**src/rtl/celement_merge_arb_if.sv**
```systemverilog
// Bundle for the clocked round-robin C-element merge: N_CH four-phase
// request/acknowledge inputs, one merged request/acknowledge output, plus status.
interface celement_merge_arb_if #(
    parameter int N_CH  = 4,
    parameter int CNT_W = 8
);
    localparam int IDW = $clog2(N_CH);

    // Four-phase handshake on each side: the requester raises send, the
    // responder raises ack, the requester drops send, the responder drops ack.
    // No new request may start on a channel until its ack has returned low.
    logic              lopen;
    logic [N_CH-1:0]   sendin;
    logic [N_CH-1:0]   ackout;
    logic              sendout;
    logic              ackin;
    logic [IDW-1:0]    grant_id;
    logic [N_CH-1:0]   cp;
    logic              aeb;
    logic [CNT_W-1:0]  cont_cnt;
    logic              proto_err;
    logic [1:0]        state_dbg;
    logic [IDW-1:0]    ptr_dbg;

    modport master (
        input  lopen, sendin, ackin,
        output ackout, sendout, grant_id, cp, aeb, cont_cnt, proto_err,
               state_dbg, ptr_dbg
    );

    modport slave (
        output lopen, sendin, ackin,
        input  ackout, sendout, grant_id, cp, aeb, cont_cnt, proto_err,
               state_dbg, ptr_dbg
    );
endinterface

```
**src/rtl/celement_merge_arb.sv**
```systemverilog
// Round-robin merge of N_CH four-phase channels onto one downstream handshake,
// with grant strobe, contention strobe/counter and a sticky protocol-error flag.
module celement_merge_arb #(
    parameter int N_CH  = 4,
    parameter int IDW   = $clog2(N_CH),
    parameter int CNT_W = 8
) (
    input logic                 clk,
    input logic                 reset,
    celement_merge_arb_if.master bus
);
    localparam int SW = IDW + 1;

    typedef enum logic [1:0] {
        IDLE     = 2'd0,
        WAIT_ACK = 2'd1,
        WAIT_REL = 2'd2
    } state_t;

    state_t            state_q, state_n;
    logic [IDW-1:0]    ptr_q, ptr_n;
    logic              sendout_q, sendout_n;
    logic [N_CH-1:0]   ackout_q, ackout_n;
    logic [IDW-1:0]    grant_q, grant_n;
    logic [N_CH-1:0]   cp_q, cp_n;
    logic              aeb_q, aeb_n;
    logic [CNT_W-1:0]  cnt_q, cnt_n;
    logic              perr_q, perr_n;
    logic              ack_low_q, ack_low_n;

    logic [N_CH-1:0]   req;
    logic [IDW-1:0]    pick;
    logic              found;
    logic [SW-1:0]     s;

    always_ff @(posedge clk) begin
        if (reset) begin
            state_q   <= IDLE;
            ptr_q     <= '0;
            sendout_q <= 1'b0;
            ackout_q  <= '0;
            grant_q   <= '0;
            cp_q      <= '0;
            aeb_q     <= 1'b0;
            cnt_q     <= '0;
            perr_q    <= 1'b0;
            ack_low_q <= 1'b0;
        end else begin
            state_q   <= state_n;
            ptr_q     <= ptr_n;
            sendout_q <= sendout_n;
            ackout_q  <= ackout_n;
            grant_q   <= grant_n;
            cp_q      <= cp_n;
            aeb_q     <= aeb_n;
            cnt_q     <= cnt_n;
            perr_q    <= perr_n;
            ack_low_q <= ack_low_n;
        end
    end

    always_comb begin
        state_n   = state_q;
        ptr_n     = ptr_q;
        sendout_n = sendout_q;
        ackout_n  = ackout_q;
        grant_n   = grant_q;
        cp_n      = '0;
        aeb_n     = 1'b0;
        cnt_n     = cnt_q;
        perr_n    = perr_q;
        ack_low_n = ack_low_q;
        req       = bus.sendin & ~ackout_q;
        pick      = '0;
        found     = 1'b0;
        s         = '0;

        // First eligible channel at or above ptr, wrapping past N_CH-1.
        for (int i = 0; i < N_CH; i++) begin
            s = {1'b0, ptr_q} + SW'(i);
            if (s >= SW'(N_CH)) s = s - SW'(N_CH);
            if (!found && req[s[IDW-1:0]]) begin
                pick  = s[IDW-1:0];
                found = 1'b1;
            end
        end

        case (state_q)
            IDLE: begin
                if (bus.lopen && found) begin
                    sendout_n  = 1'b1;
                    grant_n    = pick;
                    cp_n[pick] = 1'b1;
                    state_n    = WAIT_ACK;
                    // Two or more bits set means req & (req-1) is non-zero.
                    if (|(req & (req - N_CH'(1)))) begin
                        aeb_n = 1'b1;
                        if (!(&cnt_q)) cnt_n = cnt_q + CNT_W'(1);
                    end
                end
            end
            WAIT_ACK: begin
                if (!bus.sendin[grant_q]) perr_n = 1'b1;
                if (bus.ackin) begin
                    ackout_n[grant_q] = 1'b1;
                    sendout_n         = 1'b0;
                    ack_low_n         = 1'b0;
                    state_n           = WAIT_REL;
                end
            end
            WAIT_REL: begin
                // Downstream ack may fall only once; a second rise is an error.
                if (!bus.ackin) ack_low_n = 1'b1;
                else if (ack_low_q) perr_n = 1'b1;
                if (!bus.sendin[grant_q] && !bus.ackin) begin
                    ackout_n = '0;
                    ptr_n    = (grant_q == IDW'(N_CH - 1)) ? '0 : grant_q + IDW'(1);
                    state_n  = IDLE;
                end
            end
            default: state_n = IDLE;
        endcase
    end

    assign bus.sendout   = sendout_q;
    assign bus.ackout    = ackout_q;
    assign bus.grant_id  = grant_q;
    assign bus.cp        = cp_q;
    assign bus.aeb       = aeb_q;
    assign bus.cont_cnt  = cnt_q;
    assign bus.proto_err = perr_q;
    assign bus.state_dbg = state_q;
    assign bus.ptr_dbg   = ptr_q;
endmodule
```
**src/flat_wrapper.sv**
```systemverilog
// flat-port wrapper written by rule: the top's interface ports become plain ports
module celement_merge_arb_flat 
#(
    parameter int N_CH  = 4,
    parameter int IDW   = $clog2(N_CH),
    parameter int CNT_W = 8
)
  (clk, reset, bus_lopen, bus_sendin, bus_ackin, bus_ackout, bus_sendout, bus_grant_id, bus_cp, bus_aeb, bus_cont_cnt, bus_proto_err, bus_state_dbg, bus_ptr_dbg);
  celement_merge_arb_if #(.N_CH(N_CH), .CNT_W(CNT_W)) bus_i ();
  input logic clk;
  input logic reset;
  input wire logic [$bits(bus_i.lopen)-1:0] bus_lopen;
  input wire logic [$bits(bus_i.sendin)-1:0] bus_sendin;
  input wire logic [$bits(bus_i.ackin)-1:0] bus_ackin;
  output wire logic [$bits(bus_i.ackout)-1:0] bus_ackout;
  output wire logic [$bits(bus_i.sendout)-1:0] bus_sendout;
  output wire logic [$bits(bus_i.grant_id)-1:0] bus_grant_id;
  output wire logic [$bits(bus_i.cp)-1:0] bus_cp;
  output wire logic [$bits(bus_i.aeb)-1:0] bus_aeb;
  output wire logic [$bits(bus_i.cont_cnt)-1:0] bus_cont_cnt;
  output wire logic [$bits(bus_i.proto_err)-1:0] bus_proto_err;
  output wire logic [$bits(bus_i.state_dbg)-1:0] bus_state_dbg;
  output wire logic [$bits(bus_i.ptr_dbg)-1:0] bus_ptr_dbg;
  assign bus_i.lopen = bus_lopen;
  assign bus_i.sendin = bus_sendin;
  assign bus_i.ackin = bus_ackin;
  assign bus_ackout = bus_i.ackout;
  assign bus_sendout = bus_i.sendout;
  assign bus_grant_id = bus_i.grant_id;
  assign bus_cp = bus_i.cp;
  assign bus_aeb = bus_i.aeb;
  assign bus_cont_cnt = bus_i.cont_cnt;
  assign bus_proto_err = bus_i.proto_err;
  assign bus_state_dbg = bus_i.state_dbg;
  assign bus_ptr_dbg = bus_i.ptr_dbg;
  celement_merge_arb #(.N_CH(N_CH), .IDW(IDW), .CNT_W(CNT_W)) u_core (.clk(clk), .reset(reset), .bus(bus_i));
endmodule
```
**config.mk**
```make
export PLATFORM = sky130hd
export DESIGN_NAME = celement_merge_arb_flat
export DESIGN_NICKNAME = d
export VERILOG_FILES = /design/src/rtl/celement_merge_arb_if.sv /design/src/rtl/celement_merge_arb.sv /design/src/flat_wrapper.sv
export SDC_FILE = /design/constraint.sdc
export NUM_CORES = 1
export LEC_CHECK = 0
export CORE_ASPECT_RATIO = 1.25
export CORE_UTILIZATION = 42
export DETAILED_ROUTE_END_ITERATION = 10
export PLACE_DENSITY = 0.71
export SLEW_MARGIN = 20
export SYNTH_ARGS = -nofsm -noshare
export SYNTH_HDL_FRONTEND = slang
export SYNTH_SLANG_ARGS = --single-unit
```
**constraint.sdc**
```tcl
create_clock -name clk -period 4.8 [get_ports clk]
set_clock_uncertainty 0.05 [all_clocks]
set_input_delay 0.96 -clock clk [delete_from_list [all_inputs] [get_ports clk]]
set_output_delay 0.96 -clock clk [all_outputs]
set_load 0.01 [all_outputs]
```
==> impl_metrics.yaml <==
clocking:
  clock_sinks: 26
  hold_buffers: 0
  cts_setup_buffers: 0
  cts_max_level: 1
  tritoncts: "built"
  clockRootBuffer: "clkbuf_4"
  cts.path.max_buffers: 2
  clk_latency_ps: 310
  post_cts_resized: 0
  path_clk_slew_ps: 130
  cts_buffers: 3
grt:
  grt_remaining_overflow: 0
  antenna_found_initial: 0
  grt_pass1_vias: 1032
  gr-usage-all-layers_pct: 17.9
  grt_pass1_wl_mm: 4.55
  grt_max_degree: 25
yosys:
  synth_area_mm2: 0.00133
  yosysMostFrequentCell: "dfxtp_1"
  ys_warn_count: 0
  synthDistinctLibCells: 47
  synth_top_family_by_area: "simple AND/OR/NAND/NOR gates"
  seq_area_frac_synth_pct: 39.1
  synth-simple-area-share_pct: 28.8
  ys_async_sr_fraction_pct: 0
  ys.flop_type: "dfxtp_1"
  synth_compound_area_share_pct: 13.4
  postSynthAreaPerCell_um2: 9.17
  ys_top_cells_by_area: "dfxtp_1 39%, nor2_1 7.1%, a21oi_1 4.9%"
  synth_cells: 145
  synth_xor_area_share_pct: 0.659
  netlist.area_leader.share_pct: 39.1
  synth_commonest_cells: "26 x dfxtp_1, 25 x nor2_1, 13 x a21oi_1, 6 x inv_1"
  synth_fa_ha_area_share_pct: 6.30
  synth_edf_count: 0
  synthMuxAreaShare_pct: 7.71
  synth_fp_nets: 158
  ys_seq_elements: 26
  yosys.area.top_type: "dfxtp_1"
sta:
  rsz0062_at_grt: "no"
  finalMaxSlewViolations: 0
  fin_crit_sh_pct: 59.6
  period_needed_ps: 2860
  tns_ps: 0
  clock.fmax_mhz: 349
  final_hold_viol_count: 0
  max_slew_margin_pct: 48.0
  tightest_slew_ps: 777
  hold_slack_ps: 449
  setup_viol: 0
drt:
  dr_total_vias: 1143
  wl_per_cell_um: 13.3
  drc: 0
  drtPass1Iterations: 4
  first_iter_violations: 35
  vias_per_cell: 5.39
  routed_wl_mm: 2.81
  ant_nets: 0
layout:
  seq_area_um2: 520
  n_antenna_cell: 0
  final_nets: 190
  drive_gt1_share_pct: 11.4
  multiInputGateArea_um2: 756
  area_delta_synth_final_pct: 27.8
  fillers: 277
die:
  fp.dieW_um: 52.3
  rows: 22
  dieArea_mm2: 0.00340
  start_util_pct: 44.7
  io_pins: 33
  core_area_mm2: 0.00297
  die_y_um: 64.9
setup_path:
  crit_fanout: 9
  start_kind: "input pin"
  crit_type: "input pin to flop"
  crit_required_ps: 4990
  cp-end-kind: "flop"
  arrival_ps: 3060
flow_run:
  max_cap_violations: 0
power_and_ir_drop:
  peakVddDrop_v: 0.000164
  powerDensity_mw_per_mm2: 246
  p_leak_nw: 0.611
  p_total_mw: 0.419
place:
  place_hpwl_mm: 2.16
  gp_congestion: 0.830
  port_buffers: 32
hold_path:
  hp-class: "flop to flop"
outcome:
  status: "finished clean"
through the flow:
step | cells | area [um^2] | util, % | worst slack, ps
6_report | 212 | 1700 | 57.2 | 1940
5_1_grt | 212 | 1700 | 57.2 | 1790
4_1_cts | 212 | 1700 | 57.2 | 1990
3_5_place_dp | 208 | 1660 | 56.0 | 1640
3_3_place_gp | 208 | 1660 | 56.0 | 1740
2_1_floorplan | 145 | 1330 | - | 2440
layout by cell type (no fill, tap or decap), types with 2 or more instances in the layout:
| cell | netlist | layout |
|---|---|---|
| nand3_1 | 5 | 5 |
| nand3b_1 | 2 | 2 |
| clkbuf_4 | 0 | 3 |
| nor2b_1 | 3 | 3 |
| nand2_1 | 5 | 5 |
| dfxtp_1 | 26 | 26 |
| clkdlybuf4s50_1 | 0 | 32 |
| inv_1 | 6 | 6 |
| a211oi_1 | 2 | 2 |
| o31ai_1 | 2 | 2 |
| nor2b_4 | 2 | 2 |
| mux2i_1 | 5 | 5 |
| nand2b_1 | 4 | 4 |
| a21oi_1 | 13 | 13 |
| o21ai_0 | 4 | 4 |
| or4_1 | 2 | 2 |
| or3_1 | 3 | 3 |
| mux2_4 | 2 | 2 |
| nor2_1 | 25 | 25 |
| ha_1 | 5 | 5 |
area by class of cell:
cell class	instances	share of cell area (%)
clock buffer	4	2.13
inverter	6	1.32
multi-input combinational	108	44.4
sequential	26	30.6
tap	36	2.65
timing repair buffer	32	18.8
cell families after synthesis:
logic type      after synthesis
xor+xnor                      1
mux                           8
flops                        26
compound gates               28
fa+ha+maj                     7
simple gates                 64
buf+inv                      11
power by group:
part           leakage [nW]  internal [mW]  switching [mW]
sequential            0.211          0.224          0.0100
combinational         0.379         0.0395          0.0373
clock                0.0210         0.0463          0.0615
flip-flops by register name, indices dropped and copies added (netlist names):
register,flops
u_core.bus.ptr_dbg,2
u_core.bus.ackout,4
u_core.bus.sendout,1
u_core.bus.proto_err,1
u_core.bus.grant_id,2
u_core.bus.aeb,1
u_core.bus.cont_cnt,8
u_core.bus.state_dbg,2
u_core.ack_low_q,1
u_core.bus.cp,4
worst paths after layout:
path	slack, ps	startpoint	cells past startpoint	to
worst min register to register	450	u_core.bus.sendout	2	u_core.bus.sendout
worst max-delay path	1940	bus_sendin[2]	6	u_core.bus.cont_cnt[4]
worst max register to register	2720	u_core.bus.ackout[2]	5	u_core.bus.cont_cnt[4]
worst min-delay path	450	u_core.bus.sendout	2	u_core.bus.sendout
per-layer routing:
| metal | up-vias | global-route usage [%] | share of wire [%] |
|---|---|---|---|
| li1 | 572 | - | - |
| met1 | 528 | 21.3 | 43 |
| met2 | 38 | 31.0 | 51 |
| met3 | 5 | 2.11 | 4.7 |
| met4 | 0 | 7.89 | 1.7 |
| met5 | - | 0 | 0 |
worst max-delay path, cell delays in order:
cell	delay [ps]
clkdlybuf4s50_1	460
nor2b_1	540
maj3_2	380
o21ai_2	100
or4_1	470
a21oi_1	140
No activity file was read; power rests on OpenSTA's default activity.
